===== config.mk =====
export PLATFORM = sky130hd
export DESIGN_NAME = instr_fetch_queue
export DESIGN_NICKNAME = d
export VERILOG_FILES = /design/src/rtl/instr_fetch_queue_pkg.sv /design/src/rtl/instr_fetch_queue_fetch_fifo.sv /design/src/rtl/instr_fetch_queue.sv
export SDC_FILE = /design/constraint.sdc
export NUM_CORES = 1
export LEC_CHECK = 0
export CAP_MARGIN = 20
export CORE_AREA = 2 2 221 223
export CTS_BUF_LIST = sky130_fd_sc_hd__clkbuf_8
export CTS_CLUSTER_DIAMETER = 50
export CTS_CLUSTER_SIZE = 20
export DETAILED_ROUTE_END_ITERATION = 10
export DIE_AREA = 0 0 223 225
export GPL_TIMING_DRIVEN = 0
export PLACE_DENSITY_LB_ADDON = 0.1
export SYNTH_ARGS = -nofsm -noshare
export SYNTH_HDL_FRONTEND = slang
export SYNTH_SLANG_ARGS = --single-unit

===== constraint.sdc =====
create_clock -name clk -period 17.8 [get_ports clk]
set_clock_uncertainty 0.15 [all_clocks]
set_input_delay 3.56 -clock clk [delete_from_list [all_inputs] [get_ports clk]]
set_output_delay 3.56 -clock clk [all_outputs]
set_load 0.03 [all_outputs]

===== src/rtl/instr_fetch_queue_pkg.sv =====
// Shared types and constants for the instruction fetch queue.
package instr_fetch_queue_pkg;

    // Bytes per instruction word: opcode, reg, addr_lo, addr_hi.
    localparam int INST_BYTES = 4;

    // Address width carried inside a queued instruction.
    localparam int IFQ_PC_W = 8;

    // Opcode encodings understood by the execute stage.
    localparam logic [7:0] OP_MOV_RC = 8'd1;
    localparam logic [7:0] OP_MOV_RM = 8'd2;
    localparam logic [7:0] OP_MOV_MR = 8'd3;
    localparam logic [7:0] OP_ADD_RR = 8'd4;

    // One assembled instruction as held in the queue.
    typedef struct packed {
        logic [7:0]          opcode;
        logic [7:0]          reg_idx;
        logic [15:0]         operand;
        logic [IFQ_PC_W-1:0] pc;
    } inst_t;

    // Fetch sequencer states.
    typedef enum logic [0:0] {
        ST_IDLE  = 1'b0,
        ST_FETCH = 1'b1
    } fetch_state_e;

    // Little-endian 16-bit operand from its two bytes.
    function automatic logic [15:0] le16(input logic [7:0] lo, input logic [7:0] hi);
        return {hi, lo};
    endfunction

endpackage


===== src/rtl/instr_fetch_queue_fetch_fifo.sv =====
// Synchronous FIFO of assembled instructions with flush and occupancy count.
// The head is kept in its own register so that the presented fields stay put
// when the queue runs empty or is flushed.
module fetch_fifo
    import instr_fetch_queue_pkg::*;
#(
    parameter int  DEPTH = 4,
    localparam int PTR_W = $clog2(DEPTH),
    localparam int CNT_W = $clog2(DEPTH) + 1
) (
    input  logic             clk,
    input  logic             reset,
    input  logic             flush,
    input  logic             push,
    input  inst_t            push_data,
    input  logic             pop,
    output inst_t            head,
    output logic [CNT_W-1:0] count
);

    localparam logic [CNT_W-1:0] FULL_CNT = CNT_W'(DEPTH);
    localparam logic [CNT_W-1:0] ONE_CNT  = CNT_W'(1);
    localparam logic [CNT_W-1:0] ZERO_CNT = {CNT_W{1'b0}};
    localparam logic [PTR_W-1:0] PTR_ONE  = PTR_W'(1);
    localparam logic [PTR_W-1:0] PTR_ZERO = {PTR_W{1'b0}};

    inst_t            mem_q [DEPTH];
    logic [PTR_W-1:0] wr_ptr_q, wr_ptr_d;
    logic [PTR_W-1:0] rd_ptr_q, rd_ptr_d;
    logic [PTR_W-1:0] rd_next_s;
    logic [CNT_W-1:0] count_q, count_d;
    inst_t            head_q, head_d;
    logic             do_push_s;
    logic             do_pop_s;

    // Qualify push/pop, advance pointers and count, and select the next head.
    always_comb begin
        rd_next_s = rd_ptr_q + PTR_ONE;
        do_pop_s  = pop && !flush && (count_q != ZERO_CNT);
        do_push_s = push && !flush && ((count_q != FULL_CNT) || do_pop_s);
        wr_ptr_d  = wr_ptr_q;
        rd_ptr_d  = rd_ptr_q;
        count_d   = count_q;
        head_d    = head_q;
        if (flush) begin
            wr_ptr_d = PTR_ZERO;
            rd_ptr_d = PTR_ZERO;
            count_d  = ZERO_CNT;
        end else begin
            if (do_push_s) begin
                wr_ptr_d = wr_ptr_q + PTR_ONE;
            end else begin
                wr_ptr_d = wr_ptr_q;
            end
            if (do_pop_s) begin
                rd_ptr_d = rd_next_s;
            end else begin
                rd_ptr_d = rd_ptr_q;
            end
            case ({do_push_s, do_pop_s})
                2'b10:   count_d = count_q + ONE_CNT;
                2'b01:   count_d = count_q - ONE_CNT;
                default: count_d = count_q;
            endcase
            if (do_pop_s) begin
                if (count_q == ONE_CNT) begin
                    if (do_push_s) begin
                        head_d = push_data;
                    end else begin
                        head_d = head_q;
                    end
                end else begin
                    head_d = mem_q[rd_next_s];
                end
            end else if ((count_q == ZERO_CNT) && do_push_s) begin
                head_d = push_data;
            end else begin
                head_d = head_q;
            end
        end
    end

    // Pointer, count and head registers.
    always_ff @(posedge clk or posedge reset) begin
        if (reset) begin
            wr_ptr_q <= PTR_ZERO;
            rd_ptr_q <= PTR_ZERO;
            count_q  <= ZERO_CNT;
            head_q   <= '0;
        end else begin
            wr_ptr_q <= wr_ptr_d;
            rd_ptr_q <= rd_ptr_d;
            count_q  <= count_d;
            head_q   <= head_d;
        end
    end

    // Entry storage, written at the tail on an accepted push.
    always_ff @(posedge clk or posedge reset) begin
        if (reset) begin
            for (int i = 0; i < DEPTH; i++) begin
                mem_q[i] <= '0;
            end
        end else if (do_push_s) begin
            mem_q[wr_ptr_q] <= push_data;
        end
    end

    assign head  = head_q;
    assign count = count_q;

    // The reservation scheme upstream must never push into a full queue.
    overflow_a : assert property (@(posedge clk) disable iff (reset)
        !(push && !flush && !pop && (count_q == FULL_CNT)));

endmodule


===== src/rtl/instr_fetch_queue.sv =====
// Instruction fetch stage: reads the byte-wide program RAM, assembles 4-byte
// instructions and queues them for the execute stage. A redirect flushes all
// buffered and in-flight state and restarts fetch at the new address.
module instr_fetch_queue
    import instr_fetch_queue_pkg::*;
#(
    parameter int  PC_W  = IFQ_PC_W,
    parameter int  DEPTH = 4,
    localparam int CNT_W = $clog2(DEPTH) + 1
) (
    input  logic             clk,
    input  logic             reset,
    input  logic             run,
    output logic             mem_rd,
    output logic [PC_W-1:0]  mem_addr,
    input  logic [7:0]       mem_rdata,
    input  logic             redirect_valid,
    input  logic [PC_W-1:0]  redirect_pc,
    output logic             inst_valid,
    input  logic             inst_ready,
    output logic [7:0]       inst_opcode,
    output logic [7:0]       inst_reg,
    output logic [15:0]      inst_operand,
    output logic [PC_W-1:0]  inst_pc,
    output logic [CNT_W-1:0] q_count
);

    localparam logic [CNT_W:0]  DEPTH_RES = (CNT_W + 1)'(DEPTH);
    localparam logic [PC_W-1:0] PC_STEP   = PC_W'(INST_BYTES);
    localparam logic [1:0]      LAST_BYTE = 2'd3;

    fetch_state_e     state_q, state_d;
    logic [PC_W-1:0]  pc_q, pc_d;
    logic [1:0]       byte_idx_q, byte_idx_d;
    logic             tag_vld_q, tag_vld_d;
    logic [1:0]       tag_idx_q, tag_idx_d;
    logic             asm_busy_q, asm_busy_d;
    logic [7:0]       asm_b0_q, asm_b0_d;
    logic [7:0]       asm_b1_q, asm_b1_d;
    logic [7:0]       asm_b2_q, asm_b2_d;
    logic [PC_W-1:0]  asm_pc_q, asm_pc_d;

    logic [CNT_W-1:0] count_s;
    logic [CNT_W:0]   reserved_s;
    logic             room_s;
    logic             start_s;
    logic             issue_s;
    logic             push_s;
    logic             pop_s;
    inst_t            push_word_s;
    inst_t            head_s;

    // Queue slots already spoken for: held entries plus the word in assembly.
    always_comb begin
        reserved_s = {1'b0, count_s} + {{CNT_W{1'b0}}, asm_busy_q};
        room_s     = (reserved_s < DEPTH_RES);
    end

    // Sequencer state register.
    always_ff @(posedge clk or posedge reset) begin
        if (reset) begin
            state_q <= ST_IDLE;
        end else begin
            state_q <= state_d;
        end
    end

    // Sequencer next state: IDLE issues byte 0 and hands bytes 1..3 to FETCH.
    always_comb begin
        state_d = state_q;
        if (redirect_valid) begin
            state_d = ST_IDLE;
        end else begin
            case (state_q)
                ST_IDLE: begin
                    if (start_s) begin
                        state_d = ST_FETCH;
                    end else begin
                        state_d = ST_IDLE;
                    end
                end
                ST_FETCH: begin
                    if (byte_idx_q == LAST_BYTE) begin
                        state_d = ST_IDLE;
                    end else begin
                        state_d = ST_FETCH;
                    end
                end
                default: state_d = ST_IDLE;
            endcase
        end
    end

    // Sequencer outputs: byte-0 start is gated by run and a free slot; once
    // started, the remaining bytes are always issued.
    always_comb begin
        start_s = (state_q == ST_IDLE) && run && room_s && !reset;
        case (state_q)
            ST_IDLE:  issue_s = start_s;
            ST_FETCH: issue_s = 1'b1;
            default:  issue_s = 1'b0;
        endcase
        mem_rd   = issue_s;
        mem_addr = pc_q + PC_W'(byte_idx_q);
    end

    // Word push on the returning last byte, and consumer pop; both are
    // dropped in a redirect cycle.
    always_comb begin
        push_s              = tag_vld_q && (tag_idx_q == LAST_BYTE) && !redirect_valid;
        pop_s               = inst_valid && inst_ready && !redirect_valid;
        push_word_s.opcode  = asm_b0_q;
        push_word_s.reg_idx = asm_b1_q;
        push_word_s.operand = le16(asm_b2_q, mem_rdata);
        push_word_s.pc      = IFQ_PC_W'(asm_pc_q);
    end

    // Fetch address, in-flight tag and assembler next-state logic.
    always_comb begin
        pc_d       = pc_q;
        byte_idx_d = byte_idx_q;
        tag_vld_d  = tag_vld_q;
        tag_idx_d  = tag_idx_q;
        asm_busy_d = asm_busy_q;
        asm_b0_d   = asm_b0_q;
        asm_b1_d   = asm_b1_q;
        asm_b2_d   = asm_b2_q;
        asm_pc_d   = asm_pc_q;
        if (redirect_valid) begin
            pc_d       = redirect_pc;
            byte_idx_d = 2'd0;
            tag_vld_d  = 1'b0;
            tag_idx_d  = 2'd0;
            asm_busy_d = 1'b0;
            asm_b0_d   = 8'h00;
            asm_b1_d   = 8'h00;
            asm_b2_d   = 8'h00;
            asm_pc_d   = {PC_W{1'b0}};
        end else begin
            if (issue_s) begin
                if (byte_idx_q == LAST_BYTE) begin
                    byte_idx_d = 2'd0;
                    pc_d       = pc_q + PC_STEP;
                end else begin
                    byte_idx_d = byte_idx_q + 2'd1;
                    pc_d       = pc_q;
                end
            end else begin
                byte_idx_d = byte_idx_q;
                pc_d       = pc_q;
            end
            tag_vld_d = issue_s;
            tag_idx_d = byte_idx_q;
            if (start_s) begin
                asm_pc_d   = pc_q;
                asm_busy_d = 1'b1;
            end else if (push_s) begin
                asm_pc_d   = asm_pc_q;
                asm_busy_d = 1'b0;
            end else begin
                asm_pc_d   = asm_pc_q;
                asm_busy_d = asm_busy_q;
            end
            if (tag_vld_q) begin
                case (tag_idx_q)
                    2'd0:    asm_b0_d = mem_rdata;
                    2'd1:    asm_b1_d = mem_rdata;
                    2'd2:    asm_b2_d = mem_rdata;
                    default: asm_b0_d = asm_b0_q;
                endcase
            end else begin
                asm_b0_d = asm_b0_q;
            end
        end
    end

    // Fetch address, in-flight tag and assembler registers.
    always_ff @(posedge clk or posedge reset) begin
        if (reset) begin
            pc_q       <= {PC_W{1'b0}};
            byte_idx_q <= 2'd0;
            tag_vld_q  <= 1'b0;
            tag_idx_q  <= 2'd0;
            asm_busy_q <= 1'b0;
            asm_b0_q   <= 8'h00;
            asm_b1_q   <= 8'h00;
            asm_b2_q   <= 8'h00;
            asm_pc_q   <= {PC_W{1'b0}};
        end else begin
            pc_q       <= pc_d;
            byte_idx_q <= byte_idx_d;
            tag_vld_q  <= tag_vld_d;
            tag_idx_q  <= tag_idx_d;
            asm_busy_q <= asm_busy_d;
            asm_b0_q   <= asm_b0_d;
            asm_b1_q   <= asm_b1_d;
            asm_b2_q   <= asm_b2_d;
            asm_pc_q   <= asm_pc_d;
        end
    end

    fetch_fifo #(
        .DEPTH (DEPTH)
    ) u_fifo (
        .clk       (clk),
        .reset     (reset),
        .flush     (redirect_valid),
        .push      (push_s),
        .push_data (push_word_s),
        .pop       (pop_s),
        .head      (head_s),
        .count     (count_s)
    );

    assign q_count      = count_s;
    assign inst_valid   = (count_s != {CNT_W{1'b0}});
    assign inst_opcode  = head_s.opcode;
    assign inst_reg     = head_s.reg_idx;
    assign inst_operand = head_s.operand;
    assign inst_pc      = PC_W'(head_s.pc);

endmodule


==> reports/metrics.csv, run 1 <==
stage;metric;value;unit
drt;drc;0;
floorplanning;die_h;225;um
yosys;yosysWarnings;0;
timing;fin_tns_setup;0;ns
power;leakagePower;7.05;nW
placement;place_area;13400;sq um
clocking;ctsHoldBuffers;0;
timing;hold_viol;0;
yosys;syn_area_per_cell;14.5;sq um
timing;worst_pin_slew;0.788;ns
drt;detail_route.wl_per_cell;19.9;um
placement;io_buffers;73;
timing;slew_violations;0;
yosys;async_flop_share;100;%
power;peakVddDrop;0.0000388;V
yosys;synth-edff-count;0;
drt;drtPass1Iterations;4;
clocking;numCtsBuffers;39;
final_layout;syn2layout_area_growth;20.1;%
clocking;clk_latency;0.62;ns
clocking;cts_tree;done;
critical_path;worstSetupEndpointType;output port;
placement;place_congestion;0.715;
critical_path;critical_path.endpoint;mem_rd;
global_routing;grt_pass1_vias;7702;
drt;dr.first_iter.drc_count;337;
min_path;min_path_type;reg -> reg;
yosys;netlist_area;11800;sq um
drt;route.vias.total;6921;
critical_path;critical_path_class;in -> out;
critical_path;critPathLaunch;reset;
power;power_density;115;nW/um^2
critical_path;worst-path-max-fanout;8;
clocking;post-cts-setup-buffer-count;0;
floorplanning;row_count;80;
placement;dp.cells;1507;
clocking;cts_buffer_depth;3;
critical_path;cp-start-kind;input port;
yosys;netlist_instances;817;
final_layout;postLayoutCellArea;14200;sq um
global_routing;grtUsageTotal;13.1;%
timing;rsz0062_at_grt;false;
final_layout;drive_above_1_share;33.3;%
yosys;synth_nets;851;
min_path;hp-start;u_fifo.mem_q[143];
floorplanning;io_pins;74;
global_routing;grt_remaining_overflow;0;
clocking;cts-root-buf;clkbuf_8;
floorplanning;start_util;24.9;%
placement;dpl.hpwl;20100;um
critical_path;reg2reg_to;u_fifo.head[18];
flow_run;drv_cap;0;
timing;relSlewSlack;47.2;%
yosys;ys_types;43;
drt;antenna_left;0;
timing;min_period_over_period;52.4;%
timing;setup_viol;0;
final_layout;fill_cells;4767;
floorplanning;die-area;50200;sq um
floorplanning;die_w;223;um
clocking;cts_resized;0;
global_routing;antenna_found_initial;1;
critical_path;reg2reg_slack;14.92;ns
timing;setup_ws;8.47;ns
floorplanning;coreArea;47500;sq um
critical_path;critPathRequiredTime;14.09;ns
timing;post-route-min-period;9.33;ns
final_layout;fin_cells;1578;
final_layout;diodes;0;
yosys;yosysSeqAreaShare;53.8;%
yosys;synth_flop_cell;dfrtp_1;
global_routing;grt_first_pass_wirelength;49600;um
critical_path;r2r-start;u_fifo.count[0];
timing;timing.fmax;107;MHz
placement;post-place-ws;8.48;ns
critical_path;arrival;5.62;ns
critical_path;rr_worst_depth;7;
timing;timing.hold.ws;0.354;ns
yosys;synth_seq_cells;254;
clocking;htreeDepth;2;
global_routing;grt_max_degree;98;
final_layout;finish.utilization;29.8;%
clocking;clk_pin_slew;0.06;ns
drt;routed_via_density;4.39;
clocking;numClockSinks;254;
final_layout;nNetsFinal;967;
run_status;outcome;finished clean;
drt;routed_wl;31400;um
power;total_power;1.63;mW
[synth_stat cells, types with 2 or more instances]
| library cell | number | share of area [%] |
|---|---|---|
| mux2_2 | 42 | 4.0 |
| xor2_1 | 8 | 0.59 |
| clkbuf_1 | 11 | 0.35 |
| nand2_1 | 39 | 1.2 |
| ha_1 | 12 | 1.3 |
| nand2_4 | 3 | 0.29 |
| o21ai_0 | 25 | 1.1 |
| nor3_2 | 2 | 0.17 |
| nand2b_1 | 2 | 0.11 |
| nor2b_1 | 5 | 0.26 |
| nor3_1 | 2 | 0.085 |
| mux2_4 | 120 | 15 |
| a21oi_1 | 45 | 1.9 |
| mux4_2 | 40 | 7.6 |
| buf_6 | 12 | 1.1 |
| dfrtp_1 | 254 | 54 |
| o21ai_1 | 6 | 0.25 |
| buf_2 | 22 | 0.93 |
| mux2i_1 | 49 | 4.2 |
| nor2_1 | 60 | 1.9 |
| inv_1 | 13 | 0.41 |
| a22o_1 | 8 | 0.59 |
| and3_1 | 3 | 0.16 |
| nand3_1 | 7 | 0.30 |
| a31oi_1 | 3 | 0.16 |
| xnor2_1 | 7 | 0.52 |
[report_power, final]
part | internal [mW] | switching, mW | total, mW
Clock | 0.255 | 0.275 | 0.529
Sequential | 0.635 | 0.0448 | 0.680
Combinational | 0.165 | 0.253 | 0.418
[worst min-delay path by stage]
stage,endpoint,slack (ns),cells after the start
global placement,u_fifo.mem_q[143],0.33,1
detailed placement,u_fifo.mem_q[119],0.34,1
floorplan,u_fifo.mem_q[120],0.32,1
global route,u_fifo.mem_q[143],0.36,1
finish,u_fifo.mem_q[143],0.35,1
CTS,u_fifo.mem_q[143],0.36,1
[registers in the layout (all words and copies together) (netlist names), 3 cells and up]
signal,flops
asm_b1_q,8
u_fifo.count,3
u_fifo.head,40
asm_b2_q,8
asm_b0_q,8
pc_q,8
asm_pc_q,8
u_fifo.mem_q,160
[final cells by class]
cell class              instances  area, sq um  area share [%]
repair buffers                 75          786            5.54
plain buffers                  47          298            2.10
flip-flops and latches        254         6360            44.8
inverters                      14         65.1           0.458
well taps                     615          769            5.42
multi-input cells             502         5100            36.0
clock buffers                  41          564            3.98
clock inverters                30          249            1.75
[worst max-delay path, cell delays in order]
cell             delay (ns)
clkdlybuf4s50_1        0.51
or4b_4                 0.56
nor2_4                 0.13
nor2_2                 0.08
clkinv_4               0.09
clkdlybuf4s50_1        0.67
[cells in the final DEF (no fill, tap or decap), drive strengths merged, types with 23 or more instances in the layout]
| master | instances |
|---|---|
| dfrtp | 254 |
| mux2 | 162 |
| clkdlybuf4s50 | 73 |
| nor2 | 62 |
| clkbuf | 52 |
| mux2i | 49 |
| a21oi | 46 |
| nand2 | 42 |
| mux4 | 40 |
| buf | 38 |
| o21ai | 31 |
| inv | 23 |
[logic make-up after synthesis]
| kind of cell | share of synthesized area [%] |
|---|---|
| DFF | 53.8 |
| buffers and inverters | 3.01 |
| adders and majority gates | 1.44 |
| muxes | 31.0 |
| and+or+nand+nor | 5.26 |
| AOI/OAI and AO/OA | 4.35 |
| xor gates and xnor gates | 1.11 |
[per-layer routing]
| metal | routed length [um] | up-vias | track usage [%] | part of all wire [%] |
|---|---|---|---|---|
| met3 | 1150 | 57 | 2.58 | 3.7 |
| met5 | 13 | - | 0 | 0.041 |
| met4 | 896 | 2 | 5.09 | 2.9 |
| met1 | 15100 | 3580 | 18.3 | 48 |
| met2 | 14200 | 121 | 19.9 | 45 |
| li1 | - | 3161 | - | - |
No activity file was read; power rests on OpenSTA's default activity.
==> run 2: changes to the inputs <==
clock period = 9.8 ns   (was 17.8 ns; I/O delays follow)
==> results of run 2 <==
The final DEF is identical to that of run 1. Status: finished clean.
Main changes from that run: setup slack after placement 8.48 ns -> 3.68 ns; setup slack after layout 8.47 ns -> 3.67 ns; register-to-register setup slack 14.92 ns -> 6.92 ns; total power 1.63 mW -> 2.96 mW; worst IR drop on VDD 0.0000388 V -> 0.0000705 V
==> run 3: changes to the inputs <==
clock period = 4.98 ns   (was 9.8 ns; I/O delays follow)
==> run 3 against run 2 <==
  * Utilization increased by 0.46 points
  * Total power increased by 110%
  * Count of clock-buffer cells in the layout increased by 2
  * Cell count increased by 0.19%
  * First-iteration DRC count shrank 8.6%
  * Setup slack worse by 2.8 ns
  * Critical path depth did not move
  * Global-route usage increased by 0.12 points
  * Hold slack lost 0.0032 ns
  * Sequential power grew 97%
  * Non-clock buffer count rose by 6
  * Critical endpoint unchanged
  * Largest cell class unchanged
==> reports/metrics.csv, run 3 (synthesized netlist as in run 1, its figures left out) <==
stage;metric;value;unit;change
min_path;hp-start;u_fifo.mem_q[123];;
final_layout;multi_input_area;5100;sq um;unchanged
drt;detail_route.wl_per_cell;20.1;um;+0.80%
clocking;cts_resized;0;;unchanged
drt;routed_via_density;4.38;;-0.19%
placement;post-place-ws;0.866;ns;
critical_path;worst-path-max-fanout;8;;unchanged
critical_path;arrival;2.96;ns;
timing;slew_violations;0;;unchanged
floorplanning;row_count;80;;unchanged
clocking;htreeDepth;2;;unchanged
power;peakVddDrop;0.000146;V;
clocking;clk_latency;0.60;ns;-0.02 ns
drt;drtPass1Iterations;4;;unchanged
timing;fin_tns_setup;0;ns;unchanged
critical_path;r2r-start;u_fifo.count[0];;
floorplanning;die_h;225;um;unchanged
final_layout;syn2layout_area_growth;21.9;%;
drt;antenna_left;0;;unchanged
critical_path;worstSetupEndpointType;output port;;
timing;min_period_over_period;82.5;%;
min_path;min_to;u_fifo.mem_q[123];;
timing;setup_ws;0.872;ns;
floorplanning;io_pins;74;;unchanged
clocking;cts_buffer_depth;3;;unchanged
clocking;clk_pin_slew;0.07;ns;about the same
floorplanning;coreArea;47500;sq um;unchanged
global_routing;antenna_found_initial;1;;unchanged
timing;hold_viol;0;;unchanged
placement;io_buffers;73;;unchanged
placement;place_area;13500;sq um;+0.76%
power;leakagePower;7.16;nW;+1.5%
power;power_density;422;nW/um^2;
final_layout;largest_register_ffs;160;;unchanged
final_layout;regArea;6360;sq um;unchanged
global_routing;grtUsageTotal;13.2;%;+0.12 points
critical_path;critical_path_class;in -> out;;
clocking;cts_tree;done;;
timing;worst_pin_slew;0.773;ns;-0.0148 ns
drt;route.vias.total;6921;;unchanged
timing;timing.fmax;243;MHz;
clocking;numClockSinks;254;;unchanged
placement;dpl.hpwl;20800;um;+3.6%
final_layout;fill_cells;4750;;-0.36%
timing;rsz0062_at_grt;false;;
final_layout;nNetsFinal;973;;+0.62%
critical_path;critPathLaunch;reset;;
clocking;numCtsBuffers;39;;unchanged
global_routing;grt_max_degree;39;;-60%
final_layout;mostFrequentLayoutCell;dfrtp_1;;
min_path;min_path_type;reg -> reg;;
floorplanning;start_util;24.9;%;unchanged
final_layout;diodes;0;;unchanged
timing;relSlewSlack;48.1;%;+0.93 points
critical_path;cp-start-kind;input port;;
clocking;ctsHoldBuffers;0;;unchanged
min_path;hold_path_depth;1;;unchanged
timing;post-route-min-period;4.11;ns;
global_routing;grt_first_pass_wirelength;49800;um;+0.45%
global_routing;grt_pass1_vias;7679;;-0.30%
floorplanning;die-area;50200;sq um;unchanged
critical_path;reg2reg_to;u_fifo.head[16];;
flow_run;drv_cap;0;;unchanged
drt;dr.first_iter.drc_count;308;;-8.6%
global_routing;grt_remaining_overflow;0;;unchanged
timing;timing.hold.ws;0.351;ns;-0.00320 ns
critical_path;reg2reg_slack;2.04;ns;
final_layout;top_register;u_fifo.mem_q;;
placement;place_congestion;0.692;;-3.1%
critical_path;critPathRequiredTime;3.83;ns;
clocking;cts-root-buf;clkbuf_8;;
clocking;post-cts-setup-buffer-count;0;;unchanged
critical_path;rr_worst_depth;7;;unchanged
drt;drc;0;;unchanged
final_layout;drive_above_1_share;33.6;%;+0.31 points
drt;routed_wl;31700;um;+0.99%
final_layout;finish.utilization;30.3;%;+0.46 points
final_layout;layout_common_cells;254 x dfrtp_1, 120 x mux2_4, 73 x clkdlybuf4s50_1, 60 x nor2_1, 49 x mux2i_1;;
final_layout;postLayoutCellArea;14400;sq um;+1.5%
timing;setup_viol;0;;unchanged
floorplanning;die_w;223;um;unchanged
run_status;outcome;finished clean;;
-- run 3: cell types whose count changed in the layout (fill, tap and decap cells not counted) --
| cell | change |
|---|---|
| bufinv_16 | +5 |
| inv_6 | -1 |
| inv_8 | -1 |
| buf_16 | -2 |
| buf_12 | +8 |
| clkinv_2 | -4 |
| clkbuf_8 | +2 |
| inv_1 | -1 |
| clkinvlp_4 | -3 |
-- run 3: worst max path at each step --
stage	end	slack, ns
finish	mem_rd	0.87
global route	mem_addr[4]	0.77
CTS	mem_rd	0.86
detailed placement	mem_rd	0.87
global placement	u_fifo.head[9]	-2.03
floorplan	asm_b0_q[0]	0.49
-- run 3: final cells by class --
| type | count | share of cell area (%) |
|---|---|---|
| sequential | 254 | 44.1 |
| multi-input combinational | 502 | 35.4 |
| timing repair buffer | 81 | 6.18 |
| tap | 615 | 5.34 |
| clock buffer | 43 | 4.11 |
| clock inverter | 25 | 2.34 |
| buffer | 47 | 2.07 |
| inverter | 14 | 0.426 |
-- run 3: layer usage --
| layer | global-route usage (%) | up-vias | wire, um |
|---|---|---|---|
| met5 | 0 | - | 12 |
| met4 | 3.53 | 2 | 643 |
| met3 | 3.04 | 44 | 1300 |
| met2 | 20.9 | 100 | 14700 |
| met1 | 18.1 | 3601 | 15000 |
| li1 | - | 3174 | - |
-- run 3: power breakdown --
part | total [mW] | switching (mW) | internal (mW)
clock network | 2.14 | 0.956 | 1.19
logic | 1.51 | 0.911 | 0.599
registers | 2.42 | 0.155 | 2.27
total | 6.08 | 2.02 | 4.06
-- run 3: through the flow --
step | power, mW | instances
floorplan | 3.34 | 817
global placement | 4.00 | 1505
detailed placement | 4.01 | 1513
CTS | 6.22 | 1581
global route | 6.42 | 1581
finish | 6.08 | 1581
-- run 3: worst max-delay path, cell delays in order --
cell and delay, ns:
clkdlybuf4s50_1 0.46, or4b_4 0.53, nor2_4 0.13, nor2_2 0.08, clkinv_4 0.09, clkdlybuf4s50_1 0.67
